`src/rtl/d2l_pkg.sv`:
```
// d2l_pkg: shared state type and default sizing for the dual-lane receiver
package d2l_pkg;
  typedef enum logic {IDLE, SHIFT} state_t;
  localparam int DATA_W_DEF = 16;
  localparam int SYNC_STAGES_DEF = 2;
endpackage

```
`src/rtl/d2l_sync.sv`:
```
// d2l_sync: multi-flop synchronizer with a parameterized reset value
module d2l_sync #(
  parameter int STAGES = 2,
  parameter logic RST_VAL = 1'b0
) (
  input  logic clk,
  input  logic rst,
  input  logic d,
  output logic q
);
  logic [STAGES-1:0] ff;
  // shift the asynchronous input through the flop chain
  always_ff @(posedge clk)
    if (rst) ff <= {STAGES{RST_VAL}};
    else ff <= {ff[STAGES-2:0], d};
  assign q = ff[STAGES-1];
endmodule

```
`src/rtl/d2l_receiver.sv`:
```
// d2l_receiver: dual-lane serial word receiver with valid/ready output
module d2l_receiver
  import d2l_pkg::*;
#(
  parameter int DATA_W = DATA_W_DEF,
  parameter int SYNC_STAGES = SYNC_STAGES_DEF
) (
  input  logic              clk,
  input  logic              rst,
  input  logic              sclk,
  input  logic              CS,
  input  logic              DL1,
  input  logic              DL0,
  output logic [DATA_W-1:0] rx_data,
  output logic              rx_valid,
  input  logic              rx_ready,
  output logic              overrun,
  output logic              frame_err
);
  localparam int PAIRS = DATA_W / 2;
  localparam int CW = $clog2(PAIRS);
  localparam int FW = $clog2(SYNC_STAGES + 2);
  localparam logic [CW-1:0] LAST = CW'(PAIRS - 1);
  localparam logic [FW-1:0] FLUSHED = FW'(SYNC_STAGES + 1);
  state_t state, state_n;
  logic sclk_s, cs_s, dl1_s, dl0_s, sclk_d, cs_d;
  logic [FW-1:0] flush;
  logic [CW-1:0] cnt;
  logic [DATA_W-1:0] sh, sh_n;
  logic armed, sclk_rise, cs_fall, start, stop, shift_en, word_done;
  d2l_sync #(.STAGES(SYNC_STAGES), .RST_VAL(1'b0)) u_sclk (.clk, .rst, .d(sclk), .q(sclk_s));
  d2l_sync #(.STAGES(SYNC_STAGES), .RST_VAL(1'b1)) u_cs   (.clk, .rst, .d(CS),   .q(cs_s));
  d2l_sync #(.STAGES(SYNC_STAGES), .RST_VAL(1'b0)) u_dl1  (.clk, .rst, .d(DL1),  .q(dl1_s));
  d2l_sync #(.STAGES(SYNC_STAGES), .RST_VAL(1'b0)) u_dl0  (.clk, .rst, .d(DL0),  .q(dl0_s));
  // one-cycle delayed copies for edge detection
  always_ff @(posedge clk)
    if (rst) begin
      sclk_d <= 1'b0;
      cs_d   <= 1'b1;
    end else begin
      sclk_d <= sclk_s;
      cs_d   <= cs_s;
    end
  // after reset the CS chain drains its reset 1s; a low pin would look like a fall, so falls wait until the chain holds real pin data
  always_ff @(posedge clk)
    if (rst) flush <= '0;
    else if (!armed) flush <= flush + 1'b1;
  assign armed     = flush == FLUSHED;
  assign sclk_rise = sclk_s & ~sclk_d;
  assign cs_fall   = armed & cs_d & ~cs_s;
  // state register
  always_ff @(posedge clk)
    if (rst) state <= IDLE;
    else state <= state_n;
  // next state and per-cycle control strobes
  always_comb begin
    start     = state == IDLE && cs_fall;
    stop      = state == SHIFT && cs_s;
    shift_en  = state == SHIFT && !cs_s && sclk_rise;
    word_done = shift_en && cnt == LAST;
    sh_n      = {sh[DATA_W-3:0], dl1_s, dl0_s};
    state_n   = start ? SHIFT : stop ? IDLE : state;
  end
  // pair counter, shift register, output word and status pulses
  always_ff @(posedge clk)
    if (rst) begin
      cnt       <= '0;
      sh        <= '0;
      rx_data   <= '0;
      rx_valid  <= 1'b0;
      overrun   <= 1'b0;
      frame_err <= 1'b0;
    end else begin
      overrun   <= word_done && rx_valid && !rx_ready;
      frame_err <= stop && cnt != '0;
      if (start) begin
        cnt <= '0;
        sh  <= '0;
      end else if (shift_en) begin
        cnt <= word_done ? '0 : cnt + 1'b1;
        sh  <= sh_n;
      end
      if (word_done && (!rx_valid || rx_ready)) begin
        rx_data  <= sh_n;
        rx_valid <= 1'b1;
      end else if (rx_valid && rx_ready) rx_valid <= 1'b0;
    end
endmodule

```
`config.mk`:
```
export PLATFORM = sky130hd
export DESIGN_NAME = d2l_receiver
export DESIGN_NICKNAME = d
export VERILOG_FILES = /design/src/rtl/d2l_pkg.sv /design/src/rtl/d2l_sync.sv /design/src/rtl/d2l_receiver.sv
export SDC_FILE = /design/constraint.sdc
export NUM_CORES = 1
export LEC_CHECK = 0
export ABC_AREA = 1
export CAP_MARGIN = 0
export CORE_MARGIN = 2
export CORE_UTILIZATION = 50
export CTS_CLUSTER_SIZE = 40
export DETAILED_ROUTE_END_ITERATION = 16
export GPL_TIMING_DRIVEN = 0
export PLACE_DENSITY_LB_ADDON = 0.08
export SYNTH_ARGS = -nofsm -noshare
export SYNTH_HDL_FRONTEND = slang
export SYNTH_SLANG_ARGS = --single-unit
```
`constraint.sdc`:
```
create_clock -name clk -period 2.9 [get_ports clk]
set_input_delay 0.435 -clock clk [delete_from_list [all_inputs] [get_ports clk]]
set_output_delay 0.435 -clock clk [all_outputs]
set_load 0.01 [all_outputs]
```
==> results of run 1 <==
==> how the worst min path moves through the flow <==
stage | depth (start not counted) | endpoint | startpoint | slack [ns]
final | 2 | u_sclk.ff[1] | u_sclk.ff[0] | 0.40
after global routing | 2 | u_dl1.ff[1] | u_dl1.ff[0] | 0.43
after CTS | 2 | u_sclk.ff[1] | u_sclk.ff[0] | 0.40
after detailed placement | 2 | u_sclk.ff[1] | u_sclk.ff[0] | 0.39
after global placement | 2 | u_sclk.ff[1] | u_sclk.ff[0] | 0.39
after floorplan | 2 | u_dl0.ff[1] | u_dl0.ff[0] | 0.39
==> layout make-up <==
class	count	area, um2	share of cell area [%]
repair buffers	25	250	11.0
well taps	48	60.1	2.63
multi-input cells	149	703	30.8
clock buffers	6	72.6	3.18
clock inverters	2	10.0	0.439
plain buffers	12	71.3	3.13
flip-flops and latches	49	981	43.0
inverters	35	131	5.76
==> flip-flops by register name, indices dropped and copies added, names as in the netlist <==
signal	count
rx_data	16
sh	14
cnt	3
flush	2
u_cs.ff	2
u_dl0.ff	2
u_dl1.ff	2
u_sclk.ff	2
cs_d	1
frame_err	1
overrun	1
rx_valid	1
sclk_d	1
state	1
==> tightest hold or removal path: stages, from the launching register on <==
cell and delay (ns):
dfxtp_1 0.30, inv_1 0.04, nor2_1 0.03
==> cells by family (layout without fill, tap and decap cells) <==
logic type      count (synthesis)  after routing  synth area share, %
compound gates                 24             24                 6.57
flops                          49             49                 52.0
simple gates                  121            121                 28.1
buf+inv                        47             80                 10.7
fa+ha+maj                       4              4                 2.65
==> power by group through the flow <==
stage / combinational [mW] / sequential, mW / clock (mW)
finish: 0.0431 / 0.689 / 0.377
global route: 0.0512 / 0.691 / 0.416
detailed placement: 0.0438 / 0.705 / 0
CTS: 0.0438 / 0.689 / 0.388
global placement: 0.0430 / 0.705 / 0
floorplan: 0.0286 / 0.704 / 0
==> routing by layer <==
layer,vias up,part of all wire [%]
met1,637,52
met4,0,1.9
met3,7,4.2
met5,-,0
li1,824,-
met2,29,42
==> cell usage after synthesis, drive strengths merged <==
library cell | number | area [um2]
nor2 | 45 | 186
buf | 9 | 60.1
nand3 | 5 | 30.0
inv | 35 | 131
nand2 | 52 | 195
or2 | 2 | 12.5
a21oi | 21 | 105
nand4 | 16 | 100
ha | 4 | 50.1
o21ai | 3 | 18.8
dfxtp | 49 | 981
clkbuf | 3 | 11.3
nor3 | 1 | 5.00
==> results.txt, run 1 <==
outcome = finished, final reports clean
slew at the pin closest to its max-slew limit = 0.417 ns
Synth Register Bits = 49
Sinks on Clock Net = 49
DR pass1 iterations = 4
Final Cycle Share = 55.5%
clock root buffer = clkbuf_8
fin area = 2280 um2
Reg clk slew, reported paths = 0.08 ns
Internal = 0.870 mW
Worst Slack Setup Final = 1.29 ns
DRT antenna net count = 0
sw power = 0.239 mW
GRT met2 Usage = 25.9%
fin util = 62.7%
Leak Pwr = 0.853 nW
pre-CTS worst setup slack = 1.03 ns
share of post-route cells with drive strength above 1 = 8.27%
# rows = 22
Setup crit start kind = flip-flop
Die Y = 65.4 um
Placed Cells incl. Taps = 318
CTS buffer count = 5
RSZ-0062 raised after global routing = false
hold_buf cts = 0
slowest CP cell = clkdlybuf4s50_1
pwr/cell area = 486 nW/um2
initial cell density of the core = 51.9%
maxcap violations = 0
Resized Gates After CTS = 0
GRT overflow = 0
1st-iter DRT viols = 70
syn avg cell area = 7.70 um2
nets = 288
R2R Path End = rx_data[12]
Worst Skew = 0.00892 ns
worst setup path startpoint = rx_data[5]
GRT Util Overall = 17.4%
non-filler instance count after layout = 326
routed via count = 1497
reg2reg start = cnt[0]
Flop pwr share = 62.1%
core area = 3630 um2
delay-heaviest family, CP = buffers and inverters
nature of the critical path endpoint = primary output
Syn. warnings = 0
H-tree Lvls = 2
Post-Syn Nets = 256
clock buffer depth = 2
Final min period = 1.61 ns
RD Place Congestion = 0.778
vias per cell = 4.59
first-pass GRT wire length = 5670 um
Req. time, crit path = 2.47 ns
DP HPWL = 2390 um
Most Used Layer, Global Route = met2
final hold violations = 0
# DRC = 0
CP Max Fanout = 2
reg2reg path depth = 7
Max-slew headroom = 72.2%
Hold Worst Slack = 0.402 ns
Crit Path Class = reg -> out
CP cell instances = clkdlybuf4s50_1
die span in x = 65.4 um
Clk network pwr share = 34.0%
io pins = 26
clk_lat worst skew = 0.30 ns
Setup Viol. Count Final = 0
worst path arrival time = 1.18 ns
Fillers = 347
CTS tree = yes
placed cell area = 2200 um2
commonest non-fill, non-tap cell in the layout = nand2_1
largest stage delay on the critical path = 0.54 ns
total number of cells along the worst setup path = 1
Worst IR Drop VDD = 0.370 mV
Setup Fix Bufs, Post-CTS = 0
initial antenna violation count = 0
Switching Fraction = 21.6%
Port Buffers = 25
GR Layer Usage met3 = 5.14%
most frequent cells in the layout = 52 x nand2_1, 49 x dfxtp_1, 42 x nor2_1
Synth cell types = 21
Area Growth Syn to Fin = 20.8%
vias in the first global route = 1308
Final Power = 1.11 mW
aggregate negative setup slack = 0 ns
max-slew violations = 0
Gate Count Post-Synth = 245
post-synthesis sequential area ratio = 52.0%
met1 usage = 23.4%
pin count of the biggest net entering global routing = 15
crit path to = rx_data[5]
Buf+Inv Stages, Crit Path = 1
synthesized area = 1890 um2
ant diodes = 0
fmax = 621 MHz
Logic pwr share = 3.9%
worst reg2reg setup slack = 1.35 ns
routed len/inst = 9.81 um
die area = 4280 um2
final wirelength = 3200 um
min-delay worst type = reg -> reg
(Power assumes the default switching activity.)
==> inputs of run 2 (changes only) <==
- clock period: 2.9 -> 1.5 ns (I/O delays scaled with it)
==> run 2 against run 1 <==
Sequential power grew 93%; non-clock buffer count up 4; core utilization rose by 1.7 points; final cell count rose by 1.2%; critical path depth stayed put; cell area rose by 2.6%; die area unchanged; count of clock-buffer cells in the layout unchanged; sequential share of layout area down 1.0 points; global-route usage up 0.22 points.
==> results.txt, run 2 (synthesized netlist as in run 1, its figures left out) <==
first-pass GRT wire length = 5740 um
DP HPWL = 2390 um
Final Power = 2.15 mW
Worst Skew = 0.00958 ns
io pins = 26
initial antenna violation count = 0
clk_lat worst skew = 0.30 ns
final wirelength = 3280 um
ant diodes = 0
Area Growth Syn to Fin = 24.0%
slew at the pin closest to its max-slew limit = 0.416 ns
Setup Viol. Count Final = 0
Worst Slack Setup Final = 0.0992 ns
Crit Path Class = reg -> out
Req. time, crit path = 1.27 ns
commonest non-fill, non-tap cell in the layout = nand2_1
Hold Worst Slack = 0.403 ns
outcome = finished, final reports clean
Buf+Inv Stages, Crit Path = 1
clock buffer depth = 2
share of post-route cells with drive strength above 1 = 11.0%
delay-heaviest family, CP = buffers and inverters
fmax = 714 MHz
worst path arrival time = 1.18 ns
CP cell instances = clkdlybuf4s50_1
H-tree Lvls = 2
DR pass1 iterations = 4
max-slew violations = 0
Setup crit start kind = flip-flop
Reg clk slew, reported paths = 0.08 ns
GRT overflow = 0
Final Cycle Share = 93.4%
nature of the critical path endpoint = primary output
final hold violations = 0
largest stage delay on the critical path = 0.54 ns
CP Max Fanout = 2
RD Place Congestion = 0.778
Worst IR Drop VDD = 0.716 mV
Max-slew headroom = 72.3%
CTS buffer count = 5
# rows = 22
worst reg2reg setup slack = 0.12 ns
pwr/cell area = 920 nW/um2
GRT Util Overall = 17.6%
pre-CTS worst setup slack = -0.159 ns
Leak Pwr = 0.882 nW
Final min period = 1.40 ns
Largest register FFs = 16
slowest CP cell = clkdlybuf4s50_1
die area = 4280 um2
Port Buffers = 25
vias in the first global route = 1330
largest registers = rx_data (16), sh (14), cnt (3)
hold_buf cts = 0
clock root buffer = clkbuf_8
die span in x = 65.4 um
core area = 3630 um2
routed len/inst = 9.94 um
most frequent cells in the layout = 52 x nand2_1, 47 x dfxtp_1, 41 x nor2_1
routed via count = 1513
pin count of the biggest net entering global routing = 15
vias per cell = 4.58
# DRC = 0
Reg with most FFs = rx_data
1st-iter DRT viols = 68
CTS tree = yes
Fillers = 343
initial cell density of the core = 51.9%
DRT antenna net count = 0
Sinks on Clock Net = 49
aggregate negative setup slack = 0 ns
min-delay worst type = reg -> reg
nets = 292
Die Y = 65.4 um
maxcap violations = 0
==> run 2: changes by cell type in the layout (fill, tap and decap cells not counted), sizes merged <==
cell,delta
buf,+4
==> run 2: area by class of cell <==
| type | instances | area (um2) | area share, % |
|---|---|---|---|
| multi-input combinational | 149 | 721 | 30.8 |
| inverter | 35 | 131 | 5.61 |
| timing repair buffer | 29 | 280 | 12.0 |
| clock buffer | 6 | 72.6 | 3.10 |
| tap | 48 | 60.1 | 2.57 |
| clock inverter | 2 | 10.0 | 0.428 |
| sequential | 49 | 983 | 42.0 |
| buffer | 12 | 81.3 | 3.48 |
==> run 2: timing repair <==
| action | 4_1_cts | 5_1_grt |
|---|---|---|
| setup buffers | 2 | 2 |
| endpoints found under the setup margin | 10 | 26 |
| pin swaps | 1 | 2 |
| resized for setup | 2 | 8 |
==> run 2: final timing paths <==
kind,from,end,depth (start not counted)
worst min-delay path,u_sclk.ff[0],u_sclk.ff[1],2
worst max register to register,flush[0],sh[11],5
worst min register to register,u_sclk.ff[0],u_sclk.ff[1],2
worst max-delay path,rx_data[5],rx_data[5],1
==> run 2: through the flow <==
step	util [%]	area (um2)	cells
finish	64.4	2340	330
detailed placement	60.5	2200	318
global placement	60.5	2200	318
global route	64.4	2340	330
floorplan	-	1890	245
CTS	63.3	2300	328
==> run 2: worst min-delay path, stage by stage (launching register included) <==
cell     delay, ns
dfxtp_1       0.30
inv_1         0.04
nor2_1        0.03
==> run 2: power by group <==
part | switching, mW | internal [mW]
Clock | 0.405 | 0.323
Combinational | 0.0495 | 0.0419
Sequential | 0.0108 | 1.32
Total | 0.465 | 1.69
==> run 2: metal layers <==
metal	track usage (%)	part of all wire (%)	vias up	wire length (um)
li1	-	-	832	-
met1	23.4	52	642	1690
met2	26.7	42	32	1380
met3	5.14	4.5	7	146
met4	7.81	1.9	0	62
met5	0	0	-	0
==> inputs of run 3 (changes only) <==
- ABC_AREA: 1 -> not set
- CORE_UTILIZATION: 50 -> 30
==> run 3 against run 2 <==
Via count fell by 13%; first-iteration DRC count rose by 2.9%; final cell count fell by 8.8%; count of clock-buffer cells in the layout rose by 1; combinational power rose by 15%; routed wire length rose by 12%; clock power rose by 37%; register-to-register slack got worse by 0.02 ns; largest power group unchanged; largest cell class unchanged; critical path type unchanged; clock skew barely moved.
==> results.txt, run 3 <==
outcome = finished, final reports clean
worst reg2reg setup slack = 0.10 ns
GRT Util Overall = 11.5%
top cells by area, synth = dfxtp_1 52%, nand2b_1 11%, mux2i_1 9.0%
Leak Pwr = 0.788 nW
Worst IR Drop VDD = 0.399 mV
RD Place Congestion = 0.709
final hold violations = 0
clk_lat worst skew = 0.31 ns
max-slew violations = 0
pwr/cell area = 1030 nW/um2
routed via count = 1321
Reg clk slew, reported paths = 0.10 ns
slowest CP cell = clkdlybuf4s50_1
synthesized-area fraction occupied by xor and xnor cells = 0.466%
total number of cells along the worst setup path = 1
post-synthesis sequential area ratio = 52.2%
slew at the pin closest to its max-slew limit = 0.368 ns
mux cell area share after synthesis = 9.05%
initial antenna violation count = 0
Final Cycle Share = 94.8%
vias per cell = 4.39
CP cell instances = clkdlybuf4s50_1
largest area contributor in the netlist = dfxtp_1
Fillers = 603
core area = 5990 um2
die area = 6920 um2
crit path to = rx_data[14]
Compound-Gate Fraction of Synth Area = 5.52%
Reg with most FFs = rx_data
delay-heaviest family, CP = buffers and inverters
RSZ-0062 raised after global routing = false
Buf+Inv Stages, Crit Path = 1
DR pass1 iterations = 4
largest family of logic cells by synthesized area = simple AND/OR/NAND/NOR gates
Yosys top cell area share = 52.2%
R2R Path End = rx_data[4]
vias in the first global route = 1308
1st-iter DRT viols = 70
Area Growth Syn to Fin = 25.2%
most frequent cells in the layout = 47 x dfxtp_1, 34 x nand2_1, 33 x nand2b_1
Syn. warnings = 0
reg2reg start = u_cs.ff[1]
fin util = 39.3%
final wirelength = 3670 um
Final min period = 1.42 ns
worst setup path startpoint = rx_data[14]
ant diodes = 0
EDFF count, synth = 0
Die Y = 83.2 um
DRT antenna net count = 0
Max-slew headroom = 75.5%
largest stage delay on the critical path = 0.55 ns
die span in x = 83.2 um
Worst Skew = 0.00984 ns
share of post-route cells with drive strength above 1 = 10.6%
CTS tree = yes
clock root buffer = clkbuf_8
nets = 236
Synth Register Bits = 49
commonest non-fill, non-tap cell in the layout = dfxtp_1
largest registers = rx_data (16), sh (14), cnt (3)
fmax = 703 MHz
Async SR Flop Fraction = 0%
synthesized area = 1880 um2
Req. time, crit path = 1.27 ns
Port Buffers = 25
io pins = 26
pre-CTS worst setup slack = -0.471 ns
pin count of the biggest net entering global routing = 15
first-pass GRT wire length = 6330 um
Synth cell types = 22
aggregate negative setup slack = 0 ns
Worst Slack Setup Final = 0.0777 ns
most frequent cell after synthesis = dfxtp_1
Synth Area in Simple Gates = 25.3%
Largest register FFs = 16
syn avg cell area = 9.64 um2
CTS buffer count = 5
Hold Worst Slack = 0.417 ns
Post-Syn Nets = 206
routed len/inst = 12.2 um
Commonest cells post-synth = 49 x dfxtp_1, 34 x nand2_1, 33 x nand2b_1
Post-synth top flop = dfxtp_1
Setup crit start kind = flip-flop
GRT overflow = 0
Gate Count Post-Synth = 195
H-tree Lvls = 2
worst path arrival time = 1.20 ns
Crit Path Class = reg -> out
maxcap violations = 0
adder and majority gate portion of the synthesized area = 2.66%
reg2reg path depth = 5
# rows = 28
Setup Viol. Count Final = 0
clock buffer depth = 2
Sinks on Clock Net = 49
# DRC = 0
nature of the critical path endpoint = primary output
Final Power = 2.43 mW
DP HPWL = 2410 um
initial cell density of the core = 31.4%
min-delay worst type = reg -> reg
CP Max Fanout = 2
==> run 3: cell families (layout without fill, tap and decap cells) <==
| group | Yosys count | after routing |
|---|---|---|
| xor+xnor | 1 | 1 |
| compound gates | 20 | 20 |
| simple gates | 89 | 89 |
| flops | 49 | 49 |
| mux | 17 | 17 |
| buf+inv | 15 | 46 |
| fa+ha+maj | 4 | 4 |
==> run 3: per-stage QoR <==
step / std cells / instance area, um2
after floorplan: 195 / 1880
after global placement: 295 / 2220
after detailed placement: 295 / 2220
after CTS: 302 / 2350
after global routing: 301 / 2350
final: 301 / 2350
==> run 3: repair_timing <==
| item | CTS | global route |
|---|---|---|
| buffers inserted | 1 | 0 |
| hold buffers | 0 | 0 |
| endpoints found under the setup margin | 24 | 26 |
| resized for setup | 4 | 4 |
| pin swaps | 0 | 0 |
==> run 3: report_power, final <==
group          switching [mW]  total [mW]  internal (mW)
registers              0.0114        1.34           1.32
clock network           0.450       0.994          0.544
logic                  0.0483       0.105         0.0563
total                   0.509        2.43           1.92
==> run 3: final cells by class <==
cell class                      count  area, um2  area share, %
Tap cell                           75       93.8           3.99
Clock buffer                        7       86.3           3.67
Buffer                             10       68.8           2.92
Timing Repair Buffer               26        270           11.5
Sequential cell                    49        983           41.8
Inverter                            2       7.51          0.319
Multi-Input combinational cell    131        815           34.6
Clock inverter                      1       30.0           1.28
==> run 3: how the worst min path moves through the flow <==
stage / start / slack (ns) / cells past startpoint / to
2_1_floorplan: CS / 0.33 / 1 / u_cs.ff[0]
3_3_place_gp: u_cs.ff[0] / 0.39 / 1 / u_cs.ff[1]
3_5_place_dp: u_cs.ff[0] / 0.40 / 1 / u_cs.ff[1]
4_1_cts: u_cs.ff[0] / 0.42 / 1 / u_cs.ff[1]
5_1_grt: u_cs.ff[0] / 0.45 / 1 / u_cs.ff[1]
6_report: u_cs.ff[0] / 0.42 / 1 / u_cs.ff[1]
==> run 3: metal layers <==
metal,GRT usage [%],part of all wire [%]
met1,15.0,53
met2,17.5,43
met3,3.38,3.3
met4,4.92,1.5
met5,0,0
